<file path="src/rtl/shake_length_tracker.sv">
// Tracks the byte length of a SHAKE absorb stream: bytes left, word slot within the rate block,
// and per-word byte masks. Also reports whether a separate all-padding block is needed afterwards.
module shake_length_tracker #(
    parameter int LEN_W       = 32,
    parameter int WORD_W      = 64,
    parameter int RATE0_WORDS = 21,
    parameter int RATE1_WORDS = 17
) (
    input  logic                            clk,
    input  logic                            rst,
    input  logic                            load,
    input  logic [LEN_W-1:0]                len_i,
    input  logic                            mode,
    input  logic                            step,
    output logic [LEN_W-1:0]                remaining,
    output logic [4:0]                      word_idx,
    output logic [$clog2(WORD_W/8):0]       word_bytes,
    output logic [WORD_W/8-1:0]             byte_mask,
    output logic                            last_word,
    output logic                            last_block,
    output logic                            block_end,
    output logic                            busy,
    output logic                            done,
    output logic                            pad_extra
);
    localparam int WB = WORD_W / 8;
    localparam int BW = $clog2(WB) + 1;
    // Wide enough to hold (RATE - word_idx) * WB alongside any LEN_W length.
    localparam int CW = LEN_W + 7 + BW;
    localparam logic [LEN_W-1:0] WB_L = LEN_W'(WB);

    typedef enum logic [1:0] {IDLE, ACTIVE, DONE} state_t;

    state_t           state, state_nx;
    logic [LEN_W-1:0] rem_nx;
    logic [4:0]       idx_nx;
    logic             mode_r, mode_nx;
    logic             pad_nx;
    logic [5:0]       rate;
    logic             at_end;
    logic             full;
    logic [CW-1:0]    cap;

    assign rate   = mode_r ? 6'(RATE1_WORDS) : 6'(RATE0_WORDS);
    assign at_end = ({1'b0, word_idx} == rate - 6'd1);
    assign full   = (remaining >= WB_L);
    assign cap    = CW'(rate - {1'b0, word_idx}) * CW'(WB);

    always_ff @(posedge clk) begin
        if (rst) begin
            state     <= IDLE;
            remaining <= '0;
            word_idx  <= '0;
            mode_r    <= 1'b0;
            pad_extra <= 1'b0;
        end else begin
            state     <= state_nx;
            remaining <= rem_nx;
            word_idx  <= idx_nx;
            mode_r    <= mode_nx;
            pad_extra <= pad_nx;
        end
    end

    always_comb begin
        state_nx = state;
        rem_nx   = remaining;
        idx_nx   = word_idx;
        mode_nx  = mode_r;
        pad_nx   = pad_extra;
        if (load) begin
            rem_nx   = len_i;
            idx_nx   = '0;
            mode_nx  = mode;
            pad_nx   = (len_i == '0);
            state_nx = (len_i != '0) ? ACTIVE : DONE;
        end else if (step && state == ACTIVE) begin
            rem_nx = full ? remaining - WB_L : '0;
            idx_nx = at_end ? 5'd0 : word_idx + 5'd1;
            if (rem_nx == '0) begin
                state_nx = DONE;
                // A full word that closes the block leaves no room for the pad bits.
                pad_nx   = full && at_end;
            end
        end
    end

    always_comb begin
        word_bytes = '0;
        byte_mask  = '0;
        last_word  = 1'b0;
        last_block = 1'b0;
        block_end  = 1'b0;
        if (state == ACTIVE) begin
            word_bytes = full ? BW'(WB) : BW'(remaining);
            for (int i = 0; i < WB; i++) begin
                byte_mask[i] = (BW'(i) < word_bytes);
            end
            last_word  = (remaining <= WB_L);
            last_block = (CW'(remaining) <= cap);
            block_end  = at_end;
        end
    end

    assign busy = (state == ACTIVE);
    assign done = (state == DONE);

endmodule

</file>
<file path="config.mk">
export PLATFORM = sky130hd
export DESIGN_NAME = shake_length_tracker
export DESIGN_NICKNAME = d
export VERILOG_FILES = /design/src/rtl/shake_length_tracker.sv
export SDC_FILE = /design/constraint.sdc
export NUM_CORES = 1
export LEC_CHECK = 0
export CORE_UTILIZATION = 30
export CTS_CLUSTER_SIZE = 40
export DETAILED_ROUTE_END_ITERATION = 8
export GPL_TIMING_DRIVEN = 1
export HOLD_SLACK_MARGIN = 0.05
export PLACE_DENSITY_LB_ADDON = 0.25
export SLEW_MARGIN = 30
export SYNTH_ARGS = -nofsm -noshare
export SYNTH_HDL_FRONTEND = slang
export SYNTH_SLANG_ARGS = --single-unit
</file>
<file path="constraint.sdc">
create_clock -name clk -period 13.61 [get_ports clk]
set_clock_uncertainty 0.2 [all_clocks]
set_input_delay 1.361 -clock clk [delete_from_list [all_inputs] [get_ports clk]]
set_output_delay 1.361 -clock clk [all_outputs]
set_load 0.02 [all_outputs]
</file>
# Yosys cells after proc, flatten, opt, wreduce, memory -nomap -nowiden
# Index checks and enable logic that the tools add are counted.
# word_totals
regBits	41
input_bits	37
out_inout_bits	55
elab_cells	50
# op_classes
add_sub_neg	4
n_lt_le_gt_ge	11
eq_ne	3
mux	18
reduce_logical	9
# ops
cell	count
32-bit 2-to-1 mux	3
32-bit zero test	2
32-bit by 43-bit less-or-equal comparator with 1-bit output	1
32-bit by 4-bit >= comparator with 1-bit output (second input constant)	1
32-bit by 4-bit less-or-equal comparator with 1-bit output (second input constant)	1
32-bit nonzero test	1
32-bit by 4-bit subtractor with 32-bit output (second input constant)	1
3-bit by 4-bit < comparator with 1-bit output (first input constant)	4
1-bit by 4-bit < comparator with 1-bit output (first input constant)	2
2-bit by 4-bit < comparator with 1-bit output (first input constant)	2
2-bit 2-to-1 mux	4
4-bit 2-to-1 mux	2
8-bit 2-to-1 mux	1
5-bit by 6-bit == test with 1-bit output	1
1-bit 2-to-1 mux	6
5-bit by 1-bit subtractor with 6-bit output (second input constant)	1
5-bit by 5-bit subtractor with 6-bit output	1
5-bit by 1-bit adder with 5-bit output (second input constant)	1
5-bit 2-to-1 mux	1
2-bit nonzero test	2
3-bit 2-to-1 mux	1
2-bit by 1-bit == test with 1-bit output (second input constant)	1
2-bit == test (second input constant)	1
1-bit logical AND	2
other kinds (2)	2

# Logic depth before layout (Yosys ltp)
# logic_depth
word_depth	7
depth_mapped	13

# Worst setup path after synthesis
# OpenSTA, ideal clock, no wires.
# synth_timing
path_type	reg2out
start	register word_idx[1]
end	output port last_block
t_arrival_ns	4.325
required_time_ns	12.049
path_slack_ns	7.724
stages_incl_launch_ff	13
path_buffers	0
cell_sequence	dfxtp_1 -> inv_1 -> fa_1 -> inv_1 -> o21ai_0 -> ha_1 -> a21o_1 -> a21o_1 -> a21oi_1 -> o21ai_0 -> a2111oi_0 -> o22ai_1 -> o21ai_0
# synth_via
elab_chain_len	3
# synth_lines
item	line	text
from (decl)	16	output logic [4:0] word_idx,
from (signal assigned)	59	word_idx <= idx_nx;
5-bit by 5-bit subtractor with 6-bit output	47	assign cap = CW'(rate - {1'b0, word_idx}) * CW'(WB);
32-bit by 43-bit less-or-equal comparator with 1-bit output	100	last_block = (CW'(remaining) <= cap);
1-bit 2-to-1 mux	94	if (state == ACTIVE) begin
to (decl)	20	output logic last_block,
# No other way between the ends.

# Final worst setup path
# layout_timing
start	register word_idx[2]
end	output port last_block
# The elaborated chain is that of the path after synthesis.

==> results.cfg <==
[clocking]
cts_tree = yes
htreeDepth = 2
cts_max_path_buffers = 2
numCtsBuffers = 5
post_cts_buffers = 0
cts_resized = 0
clk_latency_ps = 290
cts_sinks = 41
cts-root-buf = clkbuf_16
cts_hold_buf = 0
clkTransAtPathRegs_ps = 60

[floorplanning]
num_rows = 39
die_w_um = 111.7
io_pins = 92
die_h_um = 111.7
dieArea_um2 = 12480
start_util_pct = 31.22
coreArea_um2 = 11560

[sta]
min_period_ps = 5598
fin_crit_sh_pct = 41.13
tns_ps = 0
rsz0062_at_grt = false
tightest_slew_ps = 772.0
slew_violations = 0
slew_headroom_pct = 48.35
setup_viol = 0
hold_viol = 0
max_freq_mhz = 178.6

[critical_path]
slowest_stage = clkdlybuf4s50_1
cpPeakStageDelay_ps = 660
reg2reg_depth = 10
critPathArrivalTime_ps = 4040
start_kind = register
path_cells = inv_1, fa_1, inv_1, o21ai_1, buf_4, ha_1, a21o_1, a21o_1, a21oi_1, o21ai_0, a2111oi_0, o22ai_1, o21ai_0, clkdlybuf4s50_1
crit_path_max_fanout = 26
endpoint_kind = primary output
path_class = register to primary output
cp.required_ps = 12050

[drt]
wl_um = 12210
via_count = 3869
initialDrtViolationCount = 279
via_per_inst = 5.504
wl_per_cell_um = 17.37
drtPass1Iterations = 7
drc = 8
antenna_left = 0

[finish]
area_growth_pct = 31.29
most-common-layout-cells = clkdlybuf4s50_1 (90), nor2_1 (62), a21oi_1 (60)
final_area_um2 = 4741
antenna_cells = 0
final_common_cell = clkdlybuf4s50_1
num-fill-cells = 1193
nNetsFinal = 632
layout-drive-gt1-share_pct = 4.821

[logic_synthesis]
synth_cell_types = 60
synth_top_area_share_pct = 22.73
ys_seq_area_share_pct = 22.73
synthTopCellsByArea = dfxtp_1 (23%), ha_1 (12%), a21oi_1 (8.3%), nor2_1 (6.5%), nor3_1 (5.0%)
async_reset_ff_share_pct = 0
yosys_warnings = 0
synth_seq_cells = 41
synth_area_um2 = 3611
synth_top_cell_by_area = dfxtp_1
avgSynthCellArea_um2 = 7.415
dominantRegCellSynth = dfxtp_1
synth_edf_count = 0
syn_inst = 487
synth.net_count = 560

[power_and_ir_drop]
cellLeakagePower_nw = 1.743
power_density_nw_per_um2 = 85.27
ir_worst_vdd_v = 0.00004030

[flow_run]
drv_cap = 0

[min_path]
hp-class = register to register
whs_path_depth = 1

[run_status]
violations = DRC
status = finished, violations left

[global_route]
grt_max_degree = 66
grt_pass1_wl_um = 19800
grt_pass1_vias = 3740
antenna_found_initial = 0
grt_use_total_pct = 19.90
grt_overflow_total = 0

[placed_design]
dp_hpwl_um = 9105
gp_congestion = 0.8767
dpl-instance-area_um2 = 4568
io_buffers = 91
## final timing paths
| check | end | slack, ps | startpoint |
|---|---|---|---|
| setup reg to reg | pad_extra$_SDFFE_PP0P_ | 9770 | remaining[3]$_SDFFE_PP0P_ |
| setup / recovery | last_block | 8010 | word_idx[2]$_SDFFE_PP0P_ |
| hold / removal | state[1]$_SDFFE_PP0P_ | 280 | state[1]$_SDFFE_PP0P_ |
| hold reg to reg | state[1]$_SDFFE_PP0P_ | 280 | state[1]$_SDFFE_PP0P_ |
## through the flow
step	setup slack, ps	hold slack (ps)	total power, mW	instances	util, %
after CTS	8029	284.8	0.4059	703	40.99
after detailed placement	8424	270.1	0.2639	695	39.50
after global routing	7824	310.4	0.4268	703	40.99
after global placement	8422	258.3	0.2618	695	39.48
final	8012	277.0	0.4042	703	40.99
after floorplan	7724	245.9	0.2157	487	-
## routing by layer
metal	vias to the layer above	global-route usage [%]	wire [µm]
li1	1958	-	-
met3	10	4.409	828
met1	1761	27.05	5692
met2	140	31.93	5559
met4	0	4.595	127
met5	-	0	0
## flip-flops by register name, summed over array words and instances (netlist names)
register and count:
word_idx 5, state 2, mode_r 1, remaining 32, pad_extra 1
## cells in the mapped netlist, types with 2 or more instances
cell type  count
o21a_1         3
inv_1         14
mux2i_1        5
or2_2          3
a21oi_1       60
xnor2_1        9
buf_6          3
xor2_1         3
o21ai_0       30
nor4_1        16
and3_1         4
a211oi_1       9
nand2b_1       4
nand4_1       16
ha_1          35
or3_1          6
a311oi_1       3
a22oi_1        6
o211ai_1       2
a21o_1         5
or4_1          3
a31oi_1        4
nand3_1        8
dfxtp_1       41
buf_4          2
nor4b_1        2
nor2_1        63
o31ai_1        2
nand3b_1       3
nand2_1       23
nor2b_1       13
nand4b_1       4
buf_2          2
clkbuf_1      20
nor3_1        36
## kinds of logic (layout without fill, tap and decap cells)
group / Yosys count / count (layout) / share of synthesized area, %
compound gates: 135 / 135 / 22.59
xor+xnor: 12 / 12 / 2.911
fa+ha+maj: 36 / 36 / 12.68
buf+inv: 44 / 117 / 6.306
flops: 41 / 41 / 22.73
mux: 5 / 5 / 1.386
simple gates: 214 / 214 / 31.39
## critical path, delay by kind of cell (launching register included)
family	cells	cell delay, ps
compound gates	8	1470
fa+ha+maj	2	800
buf+inv	4	1090
flops	1	370
## report_power, final
part	internal, mW	switching (mW)	total (mW)	leakage (nW)
combinational	0.0542	0.0660	0.120	1.32
clock	0.0917	0.0503	0.142	0.0841
sequential	0.127	0.0154	0.142	0.338
## final cells by class
cell class                      count  area (µm²)  area share (%)
Sequential cell                    41       820.8           17.31
Clock inverter                      1       30.03          0.6334
Timing Repair Buffer               95       935.9           19.74
Clock buffer                        7       142.6           3.009
Tap cell                          143       178.9           3.774
Multi-Input combinational cell    402        2580           54.42
Inverter                           14       52.55           1.108
No activity file was read; power rests on OpenSTA's default activity.
